[src/rtl/mux2_arbiter.sv]
// mux2_arbiter: round-robin packet arbiter steering a shared 2:1 WIDTH-bit mux into one output register.
// Latency: one bubble cycle from IDLE to the first accepted beat; 1 cycle from accept to out_valid; 1 beat/cycle sustained.
// Backpressure: inX_ready = granted && (!out_valid || out_ready); a held output beat stays stable while out_ready is low.
// Optional: define ARB_BEAT_LIMIT_EN to end a grant after MAX_BEATS beats even without last.
module mux2_arbiter #(
  parameter int WIDTH     = 8,
  parameter int MAX_BEATS = 16
) (
  input  logic             clk,
  input  logic             reset,
  input  logic             in0_valid,
  input  logic [WIDTH-1:0] in0_data,
  input  logic             in0_last,
  output logic             in0_ready,
  input  logic             in1_valid,
  input  logic [WIDTH-1:0] in1_data,
  input  logic             in1_last,
  output logic             in1_ready,
  output logic             out_valid,
  output logic [WIDTH-1:0] out_data,
  output logic             out_last,
  output logic             out_src,
  input  logic             out_ready,
  output logic             busy
);

  typedef enum logic [1:0] {
    IDLE   = 2'd0,
    GRANT0 = 2'd1,
    GRANT1 = 2'd2
  } state_t;

  state_t           state;
  logic             prio;      // port that wins when both request in IDLE
  logic             sel;       // mux select; follows the grant, holds in IDLE
  logic             space;
  logic             accept;
  logic [WIDTH-1:0] mux_data;
  logic             mux_last;
  logic             limit_hit;

  // The output register can take a beat if it is empty or being drained this cycle.
  assign space     = !out_valid || out_ready;
  assign in0_ready = (state == GRANT0) && space;
  assign in1_ready = (state == GRANT1) && space;
  assign accept    = (in0_valid && in0_ready) || (in1_valid && in1_ready);
  assign mux_data  = sel ? in1_data : in0_data;
  assign mux_last  = sel ? in1_last : in0_last;
  assign busy      = (state != IDLE);

`ifdef ARB_BEAT_LIMIT_EN
  localparam logic [7:0] BEAT_LIMIT = 8'(MAX_BEATS);
  logic [7:0] beat_cnt;

  // Current beat is the last one this grant may carry.
  assign limit_hit = ((beat_cnt + 8'd1) == BEAT_LIMIT);
`else
  assign limit_hit = 1'b0;
`endif

  // Grant FSM: pick a port in IDLE, hold it until last (or the beat limit), then hand priority over.
  always_ff @(posedge clk) begin
    if (reset) begin
      state <= IDLE;
      prio  <= 1'b0;
      sel   <= 1'b0;
`ifdef ARB_BEAT_LIMIT_EN
      beat_cnt <= 8'd0;
`endif
    end else begin
      case (state)
        IDLE: begin
          if (in0_valid && (!in1_valid || !prio)) begin
            state <= GRANT0;
            sel   <= 1'b0;
          end else if (in1_valid) begin
            state <= GRANT1;
            sel   <= 1'b1;
          end
        end
        GRANT0, GRANT1: begin
          if (accept) begin
            if (mux_last || limit_hit) begin
              state <= IDLE;
              prio  <= !sel;
`ifdef ARB_BEAT_LIMIT_EN
              beat_cnt <= 8'd0;
`endif
            end else begin
`ifdef ARB_BEAT_LIMIT_EN
              beat_cnt <= beat_cnt + 8'd1;
`endif
            end
          end
        end
        default: state <= IDLE;
      endcase
    end
  end

  // Output stage: load on accept (even while draining), otherwise empty when the consumer takes the beat.
  always_ff @(posedge clk) begin
    if (reset) begin
      out_valid <= 1'b0;
      out_data  <= '0;
      out_last  <= 1'b0;
      out_src   <= 1'b0;
    end else if (accept) begin
      out_valid <= 1'b1;
      out_data  <= mux_data;
      out_last  <= mux_last;
      out_src   <= sel;
    end else if (out_ready) begin
      out_valid <= 1'b0;
    end
  end

endmodule

[config.mk]
export PLATFORM = sky130hd
export DESIGN_NAME = mux2_arbiter
export DESIGN_NICKNAME = d
export VERILOG_FILES = /design/src/rtl/mux2_arbiter.sv
export SDC_FILE = /design/constraint.sdc
export NUM_CORES = 1
export LEC_CHECK = 0
export ABC_AREA = 1
export CAP_MARGIN = 10
export CORE_MARGIN = 4
export CORE_UTILIZATION = 55
export DETAILED_ROUTE_END_ITERATION = 10
export DONT_BUFFER_PORTS = 1
export PLACE_DENSITY = 0.7
export SETUP_SLACK_MARGIN = 0.15
export SKIP_LAST_GASP = 1
export SLEW_MARGIN = 40
export SYNTH_ARGS = -nofsm -noshare
export SYNTH_HDL_FRONTEND = slang
export SYNTH_SLANG_ARGS = --single-unit
[constraint.sdc]
create_clock -name clk -period 1.3 [get_ports clk]
set_input_delay 0.13 -clock clk [delete_from_list [all_inputs] [get_ports clk]]
set_output_delay 0.13 -clock clk [all_outputs]
set_load 0.005 [all_outputs]
==> metrics.md <==
| Metric | Value |
|---|---|
| Yosys Warn Count | `0` |
| Core ar. | `1300 um^2` |
| Top FF cell, synth | `dfxtp_1` |
| CP Max Fanout | `6` |
| Ranking of synthesized cells by area | `dfxtp_1 40%, nand2_1 13%, a31oi_1 6.6%, o21ai_1 5.9%, ha_1 5.0%` |
| # rows | `13` |
| Clk root buf | `clkbuf_4` |
| Clock Tree Buf Depth | `2` |
| Post-route cell area | `between 1000 and 1500 um^2` |
| Global-route met3 utilization | `under 10%` |
| Worst Setup Start Kind | `flip-flop` |
| Fin crit share | `~95%` |
| Nets | `151` |
| Post-Syn Area per Cell | `between 7 and 8 um^2` |
| Busiest layer in global routing | `met2` |
| Adder-cell share of the synthesized area | `4.95%` |
| DR vias | `784` |
| GRT Util Overall | `between 20% and 30%` |
| Antenna Nets Post-Route | `0` |
| Max-Cap Viols | `0` |
| Simple-Gate Fraction of Synth Area | `between 20% and 30%` |
| Synth Register Bits | `15` |
| FFs w/ async S/R, synth | `0%` |
| Post-Synth XOR/XNOR Area | `0%` |
| Count leader, synth | `nand2_1` |
| Fmax | `slightly above 0.8 GHz` |
| EDFF count, synth | `0` |
| Die Y | `45.1 um` |
| Inserted Clock Buffers | `3` |
| Sequential Area | `approximately 310 um^2` |
| Share of Yosys cell area claimed by the top area cell type | `between 30% and 40%` |
| TNS Setup | `0 ps` |
| PwrDens | `between 1500 and 2000 nW/um^2` |
| Largest family of logic cells by synthesized area | `simple AND/OR/NAND/NOR gates` |
| M2 GR Usage | `~43%` |
| # DRC | `0` |
| Yosys cell types | `20` |
| Cells after Synth | `around 100` |
| Post-synthesis sequential area ratio | `between 30% and 40%` |
| Finished Layout Cells | `139` |
| Count of final hold-check violations | `0` |
| Layout cells sized above 1 | `just under 30%` |
| Slew HR | `about three quarters` |
| Fin. max-slew vios | `0` |
| DRT iter0 DRCs | `13` |
| RR Startpoint | `state[1]` |
| Final hold slack | `around 8 ps` |
| Routed WL per cell | `about 16 um` |
| Setup crit end kind | `flip-flop` |
| Syn Nets | `128` |
| Met1 usage | `between 30% and 40%` |
| Initial Util | `about 58%` |
| Area after DPL | `767 um^2` |
| Hold Crit Start | `in1_data[5]` |
| VDD IR-drop max | `0.917 mV` |
| Port Buf Inserts | `0` |
| Clock-pin slew on the worst setup and hold paths | `90 ps` |
| Hold Crit Class | `primary input to flip-flop` |
| Post-synth top cells | `26 x nand2_1, 15 x dfxtp_1, 10 x inv_1` |
| Grt ovf | `0` |
| Multiplexer share of the synthesized area | `0%` |
| Largest net degree at the start of global routing | `12` |
| Number of fill cells in the layout | `84` |
| Pre-Repair DR Iteration Count | `4` |
| Clock sink count | `15` |
| Least-Margin Pin Slew | `around 370 ps` |
| Final Skew | `between 2 and 2.5 ps` |
| Area occupied by multi-input gates | `478 um^2` |
| Clock Latency Late Sink | `slightly below 300 ps` |
| LEAKAGE | `approximately 0.45 nW` |
| First-pass GRT wire length | `approximately 3700 um` |
| Die X | `between 40 and 50 um` |
| CTS tree | `done` |
| Post-synthesis compound-gate area fraction | `around 19%` |
| IO Pins | `37` |
| Detail Placement HPWL | `around 1200 um` |
| WS Path Type | `flip-flop to flip-flop` |
| RSZ-0062 raised after global routing | `yes` |
| Die ar. | `between 2000 and 2500 um^2` |
| Final WL | `around 2200 um` |
| # diodes | `0` |
| Initial antenna violation count | `0` |
| DP Cell Count | `around 120` |
| Final setup fails | `0` |
| Post-Synthesis Cell Area | `about 760 um^2` |
| Status | `finished clean` |
| Crit path required time | `approximately 1500 ps` |
| Number of global-route vias before repair | `808` |
| Worst endpoint data arrival time | `~1500 ps` |
| Launch point of the critical path | `state[1]` |
| GPL Wtd Cong | `0.789` |
| Leading area contributor after synthesis | `dfxtp_1` |
| Vias/cell | `approximately 5.6` |
| Syn-to-layout area delta | `43.9%` |
| Htree depth | `1` |
| Min Tclk post-route | `roughly 1200 ps` |
==> logic make-up (layout without fill, tap and decap cells) <==
logic type | Yosys count | in the layout
AOI/OAI and AO/OA | 26 | 26
buffers and inverters | 16 | 38
DFF | 15 | 15
adders and majority gates | 3 | 3
and+or+nand+nor | 42 | 42
==> critical path, cell delays in order (launching register included) <==
cell and delay, ps:
dfxtp_4 380, inv_4 70, ha_4 140, nand3_4 100
nand2_4 120, buf_6 130, o21ai_1 70, a31oi_1 150
==> flip-flops by register name, indices dropped and copies added, names as in the netlist <==
| signal | count |
|---|---|
| out_src | 1 |
| prio | 1 |
| out_data | 8 |
| sel | 1 |
| state | 2 |
| out_valid | 1 |
| out_last | 1 |
==> path summary, 6_finish.rpt <==
check,to,slack (ps),cells after the start
min,out_data[5],8,2
max,out_data[0],70,7
min reg2reg,prio,500,2
max reg2reg,out_data[0],70,7
==> metal layers <==
layer | vias to the layer above | part of all wire [%]
li1 | 381 | -
met1 | 361 | 39
met2 | 37 | 52
met3 | 5 | 6.6
met4 | 0 | 1.8
met5 | - | 0
==> area by class of cell <==
cell class,instances,share of cell area (%)
flip-flops and latches,15,28.3
clock buffers,4,2.41
well taps,15,1.72
inverters,12,4.70
repair buffers,22,19.0
multi-input cells,71,43.8
==> power by group <==
group | switching [mW] | internal (mW) | total, mW
sequential | 0.115 | 0.572 | 0.687
combinational | 0.411 | 0.349 | 0.760
clock | 0.151 | 0.119 | 0.271
total | 0.678 | 1.04 | 1.72
==> cells in the final DEF (no fill, tap or decap), types with 4 or more instances in the layout <==
cell | netlist | final
nand2_1 | 26 | 24
dlygate4sd3_1 | 0 | 15
o21ai_1 | 9 | 7
nand2_2 | 3 | 4
buf_4 | 1 | 4
a21oi_1 | 5 | 4
dfxtp_1 | 15 | 12
inv_1 | 10 | 8
a31oi_1 | 8 | 8
==> stage by stage <==
step                      util (%)  setup WS [ps]  power [mW]
after global routing          83.8          -4.65        1.84
after CTS                     81.5            122        1.65
after detailed placement      58.9           22.9        1.14
final                         83.8           68.7        1.72
after global placement        58.9           52.1        1.13
after floorplan                  -            155        1.06
==> timing repair <==
| action | in CTS | in global routing |
|---|---|---|
| pin swaps | 10 | 1 |
| resized for setup | 27 | 2 |
| setup endpoints to repair | 16 | 15 |
| cloned | 1 | 0 |
| hold buffers | 14 | 1 |
| endpoints found under the hold margin | 13 | 5 |
| setup buffers | 2 | 1 |
No activity file was read; power rests on OpenSTA's default activity.
